`config.mk`:
```
export PLATFORM = sky130hd
export DESIGN_NAME = fetch_queue
export DESIGN_NICKNAME = d
export VERILOG_FILES = /design/src/rtl/fetch_queue.sv
export SDC_FILE = /design/constraint.sdc
export NUM_CORES = 1
export LEC_CHECK = 0
export ABC_AREA = 0
export CAP_MARGIN = 20
export CORE_ASPECT_RATIO = 0.75
export CORE_MARGIN = 2
export CORE_UTILIZATION = 53
export DETAILED_ROUTE_END_ITERATION = 10
export PLACE_DENSITY = 0.83
export SYNTH_ARGS = -nofsm -noshare
export SYNTH_HDL_FRONTEND = slang
export SYNTH_SLANG_ARGS = --single-unit
```
`constraint.sdc`:
```
create_clock -name clk -period 7.6 [get_ports clk]
set_input_delay 0.76 -clock clk [delete_from_list [all_inputs] [get_ports clk]]
set_output_delay 0.76 -clock clk [all_outputs]
set_load 0.01 [all_outputs]
```
`src/rtl/fetch_queue.sv`:
```
// Instruction prefetch queue: issues sequential halfword fetches to the icache,
// buffers hits in a small flop FIFO and hands them to decode with their PCs.
module fetch_queue #(
  parameter int VA       = 16,
  parameter int DEPTH    = 2,
  parameter int RESET_PC = 0
) (
  input  logic                         clk,
  input  logic                         reset,
  input  logic                         redirect,
  input  logic [VA-2:0]                redirect_pc,
  output logic [VA-2:0]                fetch_pc,
  output logic                         fetch_req,
  input  logic                         fetch_hit,
  input  logic [15:0]                  fetch_ins,
  output logic [15:0]                  ins,
  output logic [VA-2:0]                ins_pc,
  output logic                         iready,
  input  logic                         take,
  output logic [$clog2(DEPTH+1)-1:0]   level
);
  localparam int PW = $clog2(DEPTH);
  localparam int LW = $clog2(DEPTH+1);
  localparam logic [VA-1:0] RST_ADDR = VA'(RESET_PC);
  localparam logic [LW-1:0] FULL     = LW'(DEPTH);

  logic [DEPTH-1:0][15:0]   q_ins;
  logic [DEPTH-1:0][VA-2:0] q_pc;
  logic [PW-1:0]            rd_ptr, wr_ptr, rd_nxt;
  logic [LW-1:0]            level_nxt;
  logic [15:0]              head_ins;
  logic [VA-2:0]            head_pc;
  logic                     enq, deq;

  // Gated on registered level only, so take never reaches the icache request.
  assign fetch_req = !reset && !redirect && (level != FULL);
  assign enq       = fetch_req && fetch_hit;
  assign deq       = take && iready;

  always_comb begin
    rd_nxt    = rd_ptr + PW'(deq);
    level_nxt = level + LW'(enq) - LW'(deq);
    head_ins  = q_ins[rd_nxt];
    head_pc   = q_pc[rd_nxt];
    // New head may be the entry landing this very cycle.
    if (enq && (wr_ptr == rd_nxt)) begin
      head_ins = fetch_ins;
      head_pc  = fetch_pc;
    end
  end

  always_ff @(posedge clk) begin
    if (enq) begin
      q_ins[wr_ptr] <= fetch_ins;
      q_pc[wr_ptr]  <= fetch_pc;
    end
  end

  always_ff @(posedge clk) begin
    if (reset) begin
      fetch_pc <= RST_ADDR[VA-1:1];
      rd_ptr   <= '0;
      wr_ptr   <= '0;
      level    <= '0;
      iready   <= 1'b0;
      ins      <= '0;
      ins_pc   <= '0;
    end else if (redirect) begin
      fetch_pc <= redirect_pc;
      rd_ptr   <= '0;
      wr_ptr   <= '0;
      level    <= '0;
      iready   <= 1'b0;
    end else begin
      if (enq) begin
        wr_ptr   <= wr_ptr + PW'(1);
        fetch_pc <= fetch_pc + (VA-1)'(1);
      end
      rd_ptr <= rd_nxt;
      level  <= level_nxt;
      iready <= (level_nxt != '0);
      // Output registers hold the last instruction once the queue runs dry.
      if (level_nxt != '0) begin
        ins    <= head_ins;
        ins_pc <= head_pc;
      end
    end
  end
endmodule

```
== Yosys cells after proc, flatten, opt, wreduce, memory -nomap -nowiden ==
Cells that the tools add are included.

* Register bits after elaboration: 113
* Latch bits: 0
* RAM bits: 0
* Memory bits (read-only): 0
* Input bits: 36
* Output and inout bits: 50
* Word-level logic and storage cells: 48
* Memories: 0

* Add/subtract/negate cells: 5
* $mul: 0
* Div/mod/pow operators: 0
* Order comparisons: 3
* Equality and inequality tests: 2
* Shift operators: 0
* Multiplexer cells: 14
* Bitwise operators: 1
* Reductions and logical operators: 12

{| class="wikitable"
|+ Operators with widths
! kind !! number
|-
| 2-to-1 mux 15 bit || 6
|-
| 2-to-1 mux 16 bit || 4
|-
| bitwise mux 32 bit || 1
|-
| bitwise mux 30 bit || 1
|-
| demux 16 bit (select 1 bit) || 1
|-
| adder 15 x 1 -> 15 bit, second input constant || 1
|-
| demux 15 bit (select 1 bit) || 1
|-
| logical AND 1 bit || 6
|-
| less-than comparator 1 x 2 -> 1 bit, second input constant || 2
|-
| nonzero test 2 bit || 2
|-
| adder 2 x 1 -> 2 bit || 1
|-
| logical NOT 1 bit || 2
|-
| inequality test 2 bit, second input constant || 1
|-
| AND reduction 2 bit || 1
|-
| OR reduction 2 bit || 1
|-
| subtractor 2 x 1 -> 2 bit || 1
|-
| adder 1 bit || 1
|-
| adder 1 bit, second input constant || 1
|-
| == test 1 bit || 1
|-
| >= comparator 1 bit, second input constant || 1
|-
| inverter 1 bit || 1
|}

== Logic depth before layout (Yosys ltp) ==
* Depth after elaboration: 8
* Gate-level depth with buffers: 13
* Mapped depth without buffers: 10

== Worst setup path before layout ==
No wires, ideal clock.

* Path kind: input-to-reg
* Start point: in reset
* End point: reg q_ins[0] in the netlist's numbering, enable pin
* Setup time: 419 ps
* Arrival: 3038 ps
* Data required time: 7181 ps
* Path slack: 4143 ps
* Stages on the path: 6
* Path buffers: 2
* Cell sequence: buf_6 > or2_4 > nor3_4 > inv_2 > buf_2 > nor2_1

* Word-level cells in the longest chain between the ends: 4

{| class="wikitable"
|+ RTL lines
! what !! line !! RTL
|-
| start, declared || 9 || <nowiki>input logic reset,</nowiki>
|-
| logical NOT 1 bit || 36 || <nowiki>assign fetch_req = !reset && !redirect && (level != FULL);</nowiki>
|-
| logical AND 1 bit (2 in a row) || 36 ||
|-
| logical AND 1 bit || 37 || <nowiki>assign enq = fetch_req && fetch_hit;</nowiki>
|-
| end signal, assigned by index || 54 || <nowiki>q_ins[wr_ptr] <= fetch_ins;</nowiki>
|-
| end, declared || 27 || <nowiki>logic [DEPTH-1:0][15:0] q_ins;</nowiki>
|}

Every way passes these cells.
A chain may end at the register's enable or synchronous reset.

== Worst setup path in the final report ==
* Start point: in redirect
* End point: reg ins[11]

* Word-level cells in the longest chain between the ends: 8
* Elaborated cells on any way between the ends: 11
* Classes of those cells: 2 x add/sub; 1 x mux; 1 x bitwise; 7 x reduce/logical

{| class="wikitable"
|+ RTL lines
! what !! line !! RTL
|-
| start, declared || 10 || <nowiki>input logic redirect,</nowiki>
|-
| logical NOT 1 bit || 36 ||
|-
| logical AND 1 bit (2 in a row) || 36 ||
|-
| logical AND 1 bit || 37 ||
|-
| adder 2 x 1 -> 2 bit || 42 || <nowiki>level_nxt = level + LW'(enq) - LW'(deq);</nowiki>
|-
| subtractor 2 x 1 -> 2 bit || 42 ||
|-
| nonzero test 2 bit || 83 || <nowiki>if (level_nxt != '0) begin</nowiki>
|-
| AND reduction 2 bit (no line) || n/a ||
|-
| end signal, assigned || 84 || <nowiki>ins <= head_ins;</nowiki>
|-
| end, declared || 16 || <nowiki>output logic [15:0] ins,</nowiki>
|}

Parallel ways exist; a longest one is shown, timed or not.

==> impl_metrics.tcl <==
set metrics [dict create \
    status "complete, no violations" \
    finalSetupViolCount 0 \
    cts.reportedPaths.clkPinSlew_ps 50 \
    wl_per_cell_um 19.6 \
    grt_max_degree 40 \
    drc 0 \
    core_area_um2 8420 \
    synth_compound_area_frac 0.124 \
    chipHeight_um 84.6 \
    rsz0062_at_grt "false" \
    clock.fmax_ghz 0.210 \
    synthesis.nets 412 \
    path_class "in -> reg" \
    p_clk_frac 0.484 \
    synth_edf_count 62 \
    area_growth_pct 33.6 \
    synthMuxAreaShare 0.0676 \
    die_area_um2 9420 \
    drv_cap 0 \
    whs_ps 487 \
    leakagePower_uw 0.00236 \
    min_period_ps 4760 \
    cts_buffers 17 \
    skew_ps 7.56 \
    hpwl_mm 6.98 \
    ios 86 \
    yosys.area_share.xor_xnor 0.0142 \
    netlist_instances 373 \
    track_usage 0.249 \
    cp.required_ps 7830 \
    reg2reg_from "level[1]" \
    h-tree-depth 4 \
    synth_top_area_cell "edfxtp_1" \
    ys_ff_latch 113 \
    antenna_cells 0 \
    clk_latency_ps 400 \
    antenna_found_initial 0 \
    cpMostUsedCell "ha_1" \
    worstPathCellList "clkdlybuf4s50_1, or2_4, nor3_4, inv_2, ha_1, inv_1, ha_1, xor3_1, o21ai_0, o21ba_2, a222oi_1" \
    chipWidth_um 111 \
    yosysMostFrequentCell "edfxtp_1" \
    drive_above_1_share 0.0825 \
    ir_drop_mv 0.136 \
    cp-startpoint "redirect" \
    synth_top_family_by_area "compound AO/OA/AOI/OAI gates" \
    drtPass1Iterations 8 \
    power_frac_comb 0.086 \
    yosys_warnings 0 \
    crit_fanout 31 \
    slowest_delay_ps 830 \
    cts_setup_buffers 0 \
    fin_tns_setup_ps 0 \
    gp_congestion 0.868 \
    start_util 0.545 \
    ys_types 41 \
    worst_pin_slew_ps 957 \
    port_buffers 85 \
    start_kind "input port" \
    swShare 0.219 \
    hold_path_startpoint "ins[0]" \
    rows 29 \
    hold_violations 0 \
    fin_nets 499 \
    synthSimpleGateAreaFrac 0.105 \
    async_flop_share 0 \
    layout.cells.non_filler 581 \
    routed_wl_mm 11.4 \
    ctsHoldBuffers 0 \
    clock-sinks 113 \
    min_path_type "reg -> reg" \
    via_per_inst 6.04 \
    power_density_nw_per_um2 264 \
    slowest_stage "o21ba_2" \
    grt_pass1_wl_mm 18.0 \
    placed_cells 549 \
    seqPwrFrac 0.430 \
    ctsResizeCount 0 \
    synthTopCellsByArea "edfxtp_1, dfxtp_1, a222oi_1, mux2i_1, nand2_1" \
    overflow 0 \
    worst_ep_arrival_time_ps 4990 \
    first_global_vias 3465 \
    antenna_left 0 \
    endpoint_kind "register" \
    switchingPower_uw 353 \
    synthFlopType "edfxtp_1" \
    synth_top_area_share 0.406 \
    netlist_area_um2 4590 \
    finalCritPeriodShare 0.627 \
    cp_top_family "buffers and inverters" \
    p_int_uw 1260 \
    synth_common_cells "edfxtp_1, dfxtp_1, nand2_1" \
    vias 3509 \
    maxSlewHeadroom 0.360 \
    avgSynthCellArea_um2 12.3 \
    synth-seq-area-share 0.628 \
    drt_iter0_drc 579 \
    ctsRootBufferMaster "clkbuf_16" \
    drv_slew 0 \
    crit_buf_inv 3 \
    final_core_util 0.728 \
    cts_tree "built" \
    cts.path.max_buffers 2 \
    synthAdderAreaFrac 0.00818 \
]
## flip-flops by register name, indices dropped and copies added, names as in the netlist
signal	cells
q_ins	32
q_pc	30
ins	16
fetch_pc	15
ins_pc	15
level	2
iready	1
rd_ptr	1
wr_ptr	1
## cell usage in the layout (no fill, tap or decap), drive strengths merged, types with 4 or more instances in the layout
cell type      count
o31a               4
clkdlybuf4s50     85
clkinv             8
dfxtp             51
o211ai             6
a222oi            33
and2               4
edfxtp            62
and3               4
inv               37
clkbuf            19
or4                4
nand3             12
a31oi              9
nor2              10
or3                5
nand2             48
mux2i             31
buf                5
## logic make-up (layout without fill, tap and decap cells)
| family | Yosys count | in the layout |
|---|---|---|
| multiplexers | 31 | 31 |
| AO/OA/AOI/OAI | 65 | 65 |
| flip-flops | 113 | 113 |
| adder cells (fa/ha/maj) | 3 | 3 |
| buffers and inverters | 59 | 159 |
| XOR/XNOR | 4 | 4 |
| AND/OR/NAND/NOR | 98 | 98 |
## worst paths after layout
path / endpoint / slack, ps / cells past startpoint
setup / recovery: ins[11] / 2840 / 11
setup reg to reg: ins[11] / 3960 / 10
hold reg to reg: ins[0] / 490 / 2
hold / removal: ins[0] / 490 / 2
## stage by stage
step / worst slack [ps] / instance area (um^2) / total power [uW]
3_5_place_dp: 2530 / 5540 / 843
6_report: 2840 / 6130 / 1620
3_3_place_gp: 2380 / 5530 / 837
5_1_grt: 2600 / 6130 / 1670
2_1_floorplan: 4140 / 4590 / 763
4_1_cts: 2910 / 6130 / 1620
## power by group through the flow
stage,Sequential [uW],Clock (uW),Combinational [uW]
4_1_cts,694,787,138
3_3_place_gp,705,0,132
5_1_grt,698,820,148
6_report,695,782,139
2_1_floorplan,709,0,54.2
3_5_place_dp,706,0,137
## layout make-up
type,count,area [um^2]
Clock buffer,19,443
Multi-Input combinational cell,201,1490
Fill cell,582,2290
Tap cell,108,135
Timing Repair Buffer,90,896
Sequential cell,113,2880
Inverter,37,139
Clock inverter,13,143
## worst min-delay path: stages (launching register included)
cell and delay [ps]:
dfxtp_1 310, nand2_1 50, a222oi_1 70
## routing by layer
metal  GRT usage  part of all wire  up-vias
li1            -                 -     1606
met1       0.328              0.43     1723
met2       0.402              0.48      170
met3      0.0794             0.078       10
met4      0.0741             0.010        0
met5           0                 0        -
(Power assumes the default switching activity.)
